===== config.mk =====
export PLATFORM = sky130hd
export DESIGN_NAME = tl_phase_ctrl
export DESIGN_NICKNAME = d
export VERILOG_FILES = /design/src/rtl/tl_phase_ctrl.sv
export SDC_FILE = /design/constraint.sdc
export NUM_CORES = 1
export LEC_CHECK = 0
export CORE_MARGIN = 3
export CORE_UTILIZATION = 65
export CTS_CLUSTER_DIAMETER = 40
export DETAILED_ROUTE_END_ITERATION = 10
export DONT_BUFFER_PORTS = 1
export PLACE_DENSITY_LB_ADDON = 0.1
export SLEW_MARGIN = 40
export SYNTH_ARGS = -nofsm -noshare
export SYNTH_HDL_FRONTEND = slang
export SYNTH_SLANG_ARGS = --single-unit

===== constraint.sdc =====
create_clock -name clk -period 7.9 [get_ports clk]
set_input_delay 1.975 -clock clk [delete_from_list [all_inputs] [get_ports clk]]
set_output_delay 1.975 -clock clk [all_outputs]
set_load 0.03 [all_outputs]

===== src/rtl/tl_phase_ctrl.sv =====
// tl_phase_ctrl: N-approach traffic-light phase controller.
// Rotates green among N_DIR approaches with green -> yellow -> all-red phases
// timed in 1-second ticks derived from a clk prescaler. It also provides a
// seconds countdown, a hold (freeze) input and a flashing-yellow night mode.
//
// Ports:
//   clk         in   system clock, all logic on posedge
//   rst_n       in   asynchronous active-low reset
//   hold        in   1 = freeze prescaler, countdown, phase and flash toggle
//   night_mode  in   request flashing-yellow mode (sampled at all-red end / flash ticks)
//   red         out  per-approach red lamp    (registered)
//   yellow      out  per-approach yellow lamp (registered)
//   green       out  per-approach green lamp  (registered)
//   active_dir  out  approach owning the current/next green
//   remaining   out  seconds left in the current phase (0 in flash mode)
//   phase_done  out  1-cycle pulse on every phase transition
module tl_phase_ctrl #(
    parameter int unsigned N_DIR    = 2,
    parameter int unsigned CNT_W    = 8,
    parameter int unsigned TICK_DIV = 50,
    parameter int unsigned GREEN_T  = 30,
    parameter int unsigned YELLOW_T = 3,
    parameter int unsigned ALLRED_T = 1
) (
    input  logic                       clk,
    input  logic                       rst_n,
    input  logic                       hold,
    input  logic                       night_mode,
    output logic [N_DIR-1:0]           red,
    output logic [N_DIR-1:0]           yellow,
    output logic [N_DIR-1:0]           green,
    output logic [$clog2(N_DIR)-1:0]   active_dir,
    output logic [CNT_W-1:0]           remaining,
    output logic                       phase_done
);

    localparam int unsigned DIR_W = $clog2(N_DIR);
    localparam int unsigned PRE_W = $clog2(TICK_DIV);
    localparam int unsigned MAX_T = (CNT_W >= 1 && CNT_W <= 31) ? ((1 << CNT_W) - 1) : 0;

    // Reject parameter sets the counters cannot represent.
    if (N_DIR < 2 || N_DIR > 8) begin : g_bad_ndir
        $error("tl_phase_ctrl: N_DIR must be 2..8");
    end
    if (CNT_W < 1 || CNT_W > 31) begin : g_bad_cntw
        $error("tl_phase_ctrl: CNT_W must be 1..31");
    end
    if (TICK_DIV < 2) begin : g_bad_div
        $error("tl_phase_ctrl: TICK_DIV must be >= 2");
    end
    if (GREEN_T < 1 || GREEN_T > MAX_T || YELLOW_T < 1 || YELLOW_T > MAX_T ||
        ALLRED_T < 1 || ALLRED_T > MAX_T) begin : g_bad_dur
        $error("tl_phase_ctrl: durations must be 1..2^CNT_W-1");
    end

    typedef enum logic [1:0] {
        ST_ALLRED = 2'd0,
        ST_GREEN  = 2'd1,
        ST_YELLOW = 2'd2,
        ST_FLASH  = 2'd3
    } state_e;

    state_e             state_q, state_d;
    logic [PRE_W-1:0]   pre_q, pre_d;
    logic [CNT_W-1:0]   rem_q, rem_d;
    logic [DIR_W-1:0]   dir_q, dir_d;
    logic               flash_q, flash_d;
    logic               done_q, done_d;
    logic [N_DIR-1:0]   red_q, red_d;
    logic [N_DIR-1:0]   yellow_q, yellow_d;
    logic [N_DIR-1:0]   green_q, green_d;
    logic               tick_c;
    logic [DIR_W-1:0]   dir_inc_c;
    logic [N_DIR-1:0]   dir_onehot_c;

    // 1-second tick: last prescaler count while not held.
    assign tick_c = !hold && (pre_q == PRE_W'(TICK_DIV - 1));

    // Modulo-N_DIR increment of the green owner.
    assign dir_inc_c = (dir_q == DIR_W'(N_DIR - 1)) ? '0 : dir_q + DIR_W'(1);

    // Prescaler freezes under hold so it resumes from the same count.
    always_comb begin
        pre_d = pre_q;
        if (!hold) begin
            pre_d = (pre_q == PRE_W'(TICK_DIV - 1)) ? '0 : pre_q + PRE_W'(1);
        end
    end

    // State register.
    always_ff @(posedge clk or negedge rst_n) begin
        if (!rst_n) begin
            state_q <= ST_ALLRED;
        end else begin
            state_q <= state_d;
        end
    end

    // Next-state logic: countdown, phase sequencing, direction rotation, flash toggle.
    always_comb begin
        state_d = state_q;
        rem_d   = rem_q;
        dir_d   = dir_q;
        flash_d = flash_q;
        done_d  = 1'b0;
        if (tick_c) begin
            case (state_q)
                ST_GREEN: begin
                    if (rem_q > CNT_W'(1)) begin
                        rem_d = rem_q - CNT_W'(1);
                    end else begin
                        state_d = ST_YELLOW;
                        rem_d   = CNT_W'(YELLOW_T);
                        done_d  = 1'b1;
                    end
                end
                ST_YELLOW: begin
                    if (rem_q > CNT_W'(1)) begin
                        rem_d = rem_q - CNT_W'(1);
                    end else begin
                        state_d = ST_ALLRED;
                        rem_d   = CNT_W'(ALLRED_T);
                        dir_d   = dir_inc_c;
                        done_d  = 1'b1;
                    end
                end
                ST_ALLRED: begin
                    if (rem_q > CNT_W'(1)) begin
                        rem_d = rem_q - CNT_W'(1);
                    end else if (night_mode) begin
                        state_d = ST_FLASH;
                        rem_d   = '0;
                        flash_d = 1'b1;
                        done_d  = 1'b1;
                    end else begin
                        state_d = ST_GREEN;
                        rem_d   = CNT_W'(GREEN_T);
                        done_d  = 1'b1;
                    end
                end
                ST_FLASH: begin
                    if (!night_mode) begin
                        state_d = ST_ALLRED;
                        rem_d   = CNT_W'(ALLRED_T);
                        flash_d = 1'b0;
                        done_d  = 1'b1;
                    end else begin
                        flash_d = !flash_q;
                    end
                end
                default: begin
                    state_d = ST_ALLRED;
                    rem_d   = CNT_W'(ALLRED_T);
                end
            endcase
        end
    end

    assign dir_onehot_c = N_DIR'(1) << dir_d;

    // Output decode from the next state so lamps register on the same edge as the phase.
    always_comb begin
        red_d    = '1;
        yellow_d = '0;
        green_d  = '0;
        case (state_d)
            ST_GREEN: begin
                red_d   = ~dir_onehot_c;
                green_d = dir_onehot_c;
            end
            ST_YELLOW: begin
                red_d    = ~dir_onehot_c;
                yellow_d = dir_onehot_c;
            end
            ST_FLASH: begin
                red_d    = '0;
                yellow_d = {N_DIR{flash_d}};
            end
            default: begin
                red_d = '1;
            end
        endcase
    end

    // Datapath and output registers.
    always_ff @(posedge clk or negedge rst_n) begin
        if (!rst_n) begin
            pre_q    <= '0;
            rem_q    <= CNT_W'(ALLRED_T);
            dir_q    <= '0;
            flash_q  <= 1'b0;
            done_q   <= 1'b0;
            red_q    <= '1;
            yellow_q <= '0;
            green_q  <= '0;
        end else begin
            pre_q    <= pre_d;
            rem_q    <= rem_d;
            dir_q    <= dir_d;
            flash_q  <= flash_d;
            done_q   <= done_d;
            red_q    <= red_d;
            yellow_q <= yellow_d;
            green_q  <= green_d;
        end
    end

    assign red        = red_q;
    assign yellow     = yellow_q;
    assign green      = green_q;
    assign active_dir = dir_q;
    assign remaining  = rem_q;
    assign phase_done = done_q;

endmodule


# Yosys cells after proc, flatten, opt, wreduce, memory -nomap -nowiden
# Index checks and enable logic that the tools add are counted.
word_totals:
  input_bits: 4
  register_bits: 25
  elab_cells: 60
  output_inout_bits: 16
op_classes:
  magnitude_cmp: 1
  n_addsub: 3
  n_reduce_logical: 7
  muxes: 30
  eq_ne: 8
  bitwise: 1
  shift: 1
op_table:
  columns: ["cell", "n"]
  rows:
  - ["$mux W8", 4]
  - ["$pmux W8 S4", 1]
  - ["$mux W2", 7]
  - ["$mux W1", 11]
  - ["$eq A2 B2 Y1 const B", 4]
  - ["$gt A8 B1 Y1 const B", 1]
  - ["$pmux W2 S2", 2]
  - ["$pmux W2 S4", 1]
  - ["$sub A8 B1 Y8 const B", 1]
  - ["$add A6 B1 Y6 const B", 1]
  - ["$eq A6 B6 Y1 const B", 1]
  - ["$mux W6", 1]
  - ["$mux W5", 1]
  - ["$eq A2 B1 Y1 const B", 2]
  - ["$pmux W1 S2", 2]
  - ["$reduce_or A3 Y1", 1]
  - ["$logic_not A1 Y1", 2]
  - ["$logic_not A2 Y1", 1]
  - ["$ne A2 B2 Y1 const B", 1]
  - ["$not A2 Y2", 1]
  - ["$reduce_and A2 Y1", 1]
  - ["$reduce_or A2 Y1", 1]
  - ["$shl A1 B1 Y2 const A", 1]
  - ["$add A1 B1 Y1 const B", 1]
  - ["$logic_and A1 B1 Y1", 1]

# Logic depth before layout (Yosys ltp)
logic_depth:
  depth_word: 8
  ltp_mapped: 12
  mapped_depth_nobuf: 11

# Least setup slack after synthesis
# No wires, ideal clock.
synth_timing:
  kind: "input -> register"
  start: "input hold"
  end: "register red_q[1], in the netlist red[1]"
  arrival_ps: 3878
  required_time_ps: 7809
  path_slack_ps: 3931
  cell_stages: 8
  setup_ps: 91
  path_buffers: 1
  cell_sequence: "nor4b_4 -> and2_1 -> clkbuf_1 -> a31oi_1 -> o31ai_1 -> ha_1 -> or2_2 -> o31ai_1"
synth_between:
  elab_chain_len: 6
  word_cells_on_any_way: 11
  cone_classes: "eq/ne: 3; shift: 1; mux: 3; bitwise: 1; reduce/logical: 3"
synth_rtl:
  columns: ["item", "line", "text"]
  rows:
  - ["from (decl)", "27", "input logic hold,"]
  - ["$logic_not A1 Y1 *", null, null]
  - ["$logic_and A1 B1 Y1 *", "77", "assign tick_c = !hold && (pre_q == PRE_W'(TICK_DIV - 1));"]
  - ["$mux W2 *", "106", "if (tick_c) begin"]
  - ["via state_d[0]", "63", "state_e state_q, state_d;"]
  - ["$eq A2 B2 Y1 / $eq A2 B1 Y1 (equally long branches)", "166", "case (state_d)"]
  - ["$reduce_or A2 Y1 (no source line)", null, null]
  - ["$pmux W2 S2 *", "166", null]
  - ["via red_d[1]", "69", "logic [N_DIR-1:0] red_q, red_d;"]
  - ["to (signal assigned)", "202", "red_q <= red_d;"]
  - ["to (decl)", "69", null]
# Mark *: on every way through the listed nets, which the timed path passes. The rest lies on a longest branch.
# A chain may end at the register's enable or synchronous reset.

# Worst setup path after layout
# Same ends and word-level chain as after synthesis.

==> report_table.html <==
<table>
<tr><th>Metric</th><th>Value</th></tr>
<tr><th colspan="2">Placement</th></tr>
<tr><td>Routability congestion estimate</td><td>~0.84</td></tr>
<tr><td>Count of input and output buffers</td><td>0</td></tr>
<tr><td>Worst-case setup slack after placement</td><td>3.73 ns</td></tr>
<tr><td>Post-Place Cell Area</td><td>~1500 sq um</td></tr>
<tr><td>Estimated wirelength of the detail-placed design</td><td>2340 um</td></tr>
<tr><th colspan="2">Critical path</th></tr>
<tr><td>CP required</td><td>8.15 ns</td></tr>
<tr><td>Register-to-Register Path Depth</td><td>7</td></tr>
<tr><td>WP data arrival</td><td>4.04 ns</td></tr>
<tr><td>Crit path launch type</td><td>input port</td></tr>
<tr><td>Critical setup path kind</td><td>input port to flip-flop</td></tr>
<tr><td>Largest fanout on the critical path</td><td>10</td></tr>
<tr><td>CP Capture Type</td><td>flip-flop</td></tr>
<tr><th colspan="2">Synth</th></tr>
<tr><td>Synthesized cell area</td><td>1550 sq um</td></tr>
<tr><td>Most common cell in the netlist</td><td>sky130_fd_sc_hd__dfrtp_1</td></tr>
<tr><td>Prevailing post-synth register cell</td><td>sky130_fd_sc_hd__dfrtp_1</td></tr>
<tr><td>Area leader, netlist</td><td>sky130_fd_sc_hd__dfrtp_1</td></tr>
<tr><td>Count of different cell masters after synthesis</td><td>51</td></tr>
<tr><td>Number of synthesized register bits</td><td>25</td></tr>
<tr><td>EDFF count, synth</td><td>0</td></tr>
<tr><td>Share of synthesized registers carrying an async set or reset</td><td>1.00</td></tr>
<tr><td>Area share of the largest cell type after synthesis</td><td>0.355</td></tr>
<tr><td>Ranking of synthesized cells by area</td><td>sky130_fd_sc_hd__dfrtp_1, sky130_fd_sc_hd__ha_1, sky130_fd_sc_hd__dfstp_2</td></tr>
<tr><td>Cell count after synthesis</td><td>between 150 and 200</td></tr>
<tr><td>Mapped Avg Cell Area</td><td>approximately 9.6 sq um</td></tr>
<tr><td>Synth top cells by count</td><td>sky130_fd_sc_hd__dfrtp_1, sky130_fd_sc_hd__nor2_1, sky130_fd_sc_hd__ha_1</td></tr>
<tr><td>Net count after synthesis</td><td>176</td></tr>
<tr><td>Number of synthesis warnings</td><td>0</td></tr>
<tr><td>Post-synthesis sequential area ratio</td><td>0.406</td></tr>
<tr><th colspan="2">Global routing</th></tr>
<tr><td>Combined global-route utilization of all metal layers</td><td>0.236</td></tr>
<tr><td>Pin count of the biggest net entering global routing</td><td>26</td></tr>
<tr><td>Initial antenna violation count</td><td>0</td></tr>
<tr><td>Via count of the first global-routing pass</td><td>1113</td></tr>
<tr><td>First-pass GRT wire length</td><td>between 5000 and 6000 um</td></tr>
<tr><td>Total overflow reported by the global router</td><td>0</td></tr>
<tr><th colspan="2">Power</th></tr>
<tr><td>Peak supply drop</td><td>187 uV</td></tr>
<tr><td>Static Leak</td><td>0.702 nW</td></tr>
<tr><td>Power per cell area</td><td>309 nW/um^2</td></tr>
<tr><td>Pwr Total</td><td>~0.0005 W</td></tr>
<tr><th colspan="2">STA</th></tr>
<tr><td>Hold Violations, Final</td><td>0</td></tr>
<tr><td>Crit path setup slack, layout</td><td>4.11 ns</td></tr>
<tr><td>Total count of max-transition violations in the final report</td><td>0</td></tr>
<tr><td>Fmax</td><td>264 MHz</td></tr>
<tr><td>Final Critical Period</td><td>roughly 3.8 ns</td></tr>
<tr><td>Period utilization</td><td>0.479</td></tr>
<tr><td>Setup_tns</td><td>0 ns</td></tr>
<tr><td>Slew at the pin with the worst max-slew slack</td><td>between 0.7 and 0.8 ns</td></tr>
<tr><td>Unrepaired setup endpoints after global routing</td><td>no</td></tr>
<tr><td>Final setup fails</td><td>0</td></tr>
<tr><td>Slew Limit Headroom</td><td>0.473</td></tr>
<tr><td>Maximum clock skew at final layout</td><td>0.00435 ns</td></tr>
<tr><td>Worst hold margin</td><td>about 0.56 ns</td></tr>
<tr><th colspan="2">Cells and area</th></tr>
<tr><td>Area growth from synthesis to layout</td><td>1.77%</td></tr>
<tr><td>Total inserted antenna cells</td><td>0</td></tr>
<tr><td>Area taken by multi-input logic gates</td><td>approximately 850 sq um</td></tr>
<tr><td>Area of all placed cells without fillers</td><td>1580 sq um</td></tr>
<tr><td>Fraction of final layout cells sized beyond drive strength 1</td><td>0.108</td></tr>
<tr><td>Fill cells</td><td>around 170</td></tr>
<tr><td>Register Area</td><td>about 630 sq um</td></tr>
<tr><td>Nets</td><td>174</td></tr>
<tr><th colspan="2">Die</th></tr>
<tr><td>Initial core utilization</td><td>0.695</td></tr>
<tr><td>Total die area</td><td>~3000 sq um</td></tr>
<tr><td>Placement Rows</td><td>17</td></tr>
<tr><td>I/O pins</td><td>20</td></tr>
<tr><td>Floorplan Core Area</td><td>2230 sq um</td></tr>
<tr><td>Vertical die dimension</td><td>54.9 um</td></tr>
<tr><td>Die width</td><td>54.9 um</td></tr>
<tr><th colspan="2">Clocking</th></tr>
<tr><td>Post-CTS repair timing setup buffer count</td><td>0</td></tr>
<tr><td># clock sinks</td><td>25</td></tr>
<tr><td>Buffer cell driving the clock tree root</td><td>sky130_fd_sc_hd__clkbuf_4</td></tr>
<tr><td>Depth of the CTS H-tree</td><td>1</td></tr>
<tr><td>Clock transition at path regs</td><td>0.14 ns</td></tr>
<tr><td># resized after CTS</td><td>0</td></tr>
<tr><td>Clk_lat worst skew</td><td>0.33 ns</td></tr>
<tr><td>Total of hold buffers inserted after clock tree synthesis</td><td>0</td></tr>
<tr><td>Number of buffers added by the clock tree synthesis step</td><td>3</td></tr>
<tr><td>Buffer levels on the longest clock path</td><td>2</td></tr>
<tr><td>CTS tree</td><td>yes</td></tr>
<tr><th colspan="2">Run</th></tr>
<tr><td>Max-capacitance violation count</td><td>0</td></tr>
<tr><th colspan="2">Status</th></tr>
<tr><td>Status</td><td>complete, no violations</td></tr>
<tr><th colspan="2">Hold path</th></tr>
<tr><td>Worst hold path class</td><td>flip-flop to flip-flop</td></tr>
<tr><td>Worst hold stages</td><td>2</td></tr>
<tr><th colspan="2">Routing</th></tr>
<tr><td>Average wire per cell in the routed design</td><td>around 17 um</td></tr>
<tr><td>Vias</td><td>1196</td></tr>
<tr><td>Pre-antenna DRT Iters</td><td>4</td></tr>
<tr><td>Routed Antenna Nets</td><td>0</td></tr>
<tr><td>Drt first-iter violations</td><td>45</td></tr>
<tr><td>Routed via count divided by cell count</td><td>6.43</td></tr>
<tr><td>Wire length reported by the detailed router</td><td>3210 um</td></tr>
<tr><td>Residual DRC</td><td>0</td></tr>
</table>
[metal layers]
layer | share of wire | GRT usage
met5 | 0 | 0
met4 | 0.010 | 0.0622
met3 | 0.049 | 0.0518
met2 | 0.50 | 0.415
met1 | 0.44 | 0.288
[power breakdown]
part	switching (W)	internal, W	leakage (nW)
logic	0.000127	0.0000884	0.374
registers	0.0000558	0.000157	0.314
clock network	0.0000397	0.0000194	0.0139
total	0.000223	0.000265	0.702
[stage by stage]
step                 util  cells
global route        0.707    186
finish              0.707    186
global placement    0.694    182
detailed placement  0.694    182
CTS                 0.707    186
floorplan               -    161
[cell type report]
type | count | area share
Clock inverter | 1 | 0.00475
Inverter | 10 | 0.0238
Multi-Input combinational cell | 119 | 0.536
Sequential cell | 25 | 0.399
Clock buffer | 3 | 0.0143
Tap cell | 28 | 0.0222
[path summary, 6_finish.rpt]
| path | startpoint | endpoint | slack [ns] |
|---|---|---|---|
| max | hold | red[1]$_DFF_PN1_ | 4.11 |
| min | pre_q[5]$_DFFE_PN0N_ | pre_q[5]$_DFFE_PN0N_ | 0.56 |
| max reg2reg | remaining[6]$_DFFE_PN0P_ | red[1]$_DFF_PN1_ | 4.93 |
| min reg2reg | pre_q[5]$_DFFE_PN0N_ | pre_q[5]$_DFFE_PN0N_ | 0.56 |
| max in group asynchronous | rst_n | remaining[0]$_DFFE_PN1P_ | 6.41 |
| min in group asynchronous | rst_n | flash_q$_DFF_PN0_ | 1.32 |
[state kept, by name, summed over array words and instances (netlist names)]
register and count:
active_dir 1, flash_q 1, green 2, phase_done 1, pre_q 6, red 2
remaining 8, state_q 2, yellow 2
[cells in the final DEF, fill, tap and decap left out, drive strengths merged, types with 2 or more instances in the layout]
cell type	netlist	layout
nand4	2	2
dfstp	3	3
nand2	6	6
and4	2	2
o21ai	5	5
a21oi	10	10
or3	4	4
nand3	7	7
nor3	5	5
or4	2	2
inv	10	10
xor2	4	4
dfrtp	22	22
nor2	16	16
a311oi	3	3
clkbuf	4	3
or2	4	4
o31a	3	3
ha	11	11
a21o	2	2
o31ai	7	7
a31oi	5	5
nor4	2	2
and2	2	2
[cell families after synthesis]
group,share of synthesized area
simple gates,0.215
compound gates,0.207
flops,0.406
buf+inv,0.0484
fa+ha+maj,0.0887
xor+xnor,0.0282
mux,0.00726
[worst max-delay path, cell delays in order]
cell                      delay [ns]
sky130_fd_sc_hd__nor4b_4        0.37
sky130_fd_sc_hd__and2_1         0.40
sky130_fd_sc_hd__a31oi_1        0.17
sky130_fd_sc_hd__o31ai_1        0.42
sky130_fd_sc_hd__ha_1           0.33
sky130_fd_sc_hd__or2_2          0.30
sky130_fd_sc_hd__o31ai_1        0.07
(Power assumes the default switching activity.)
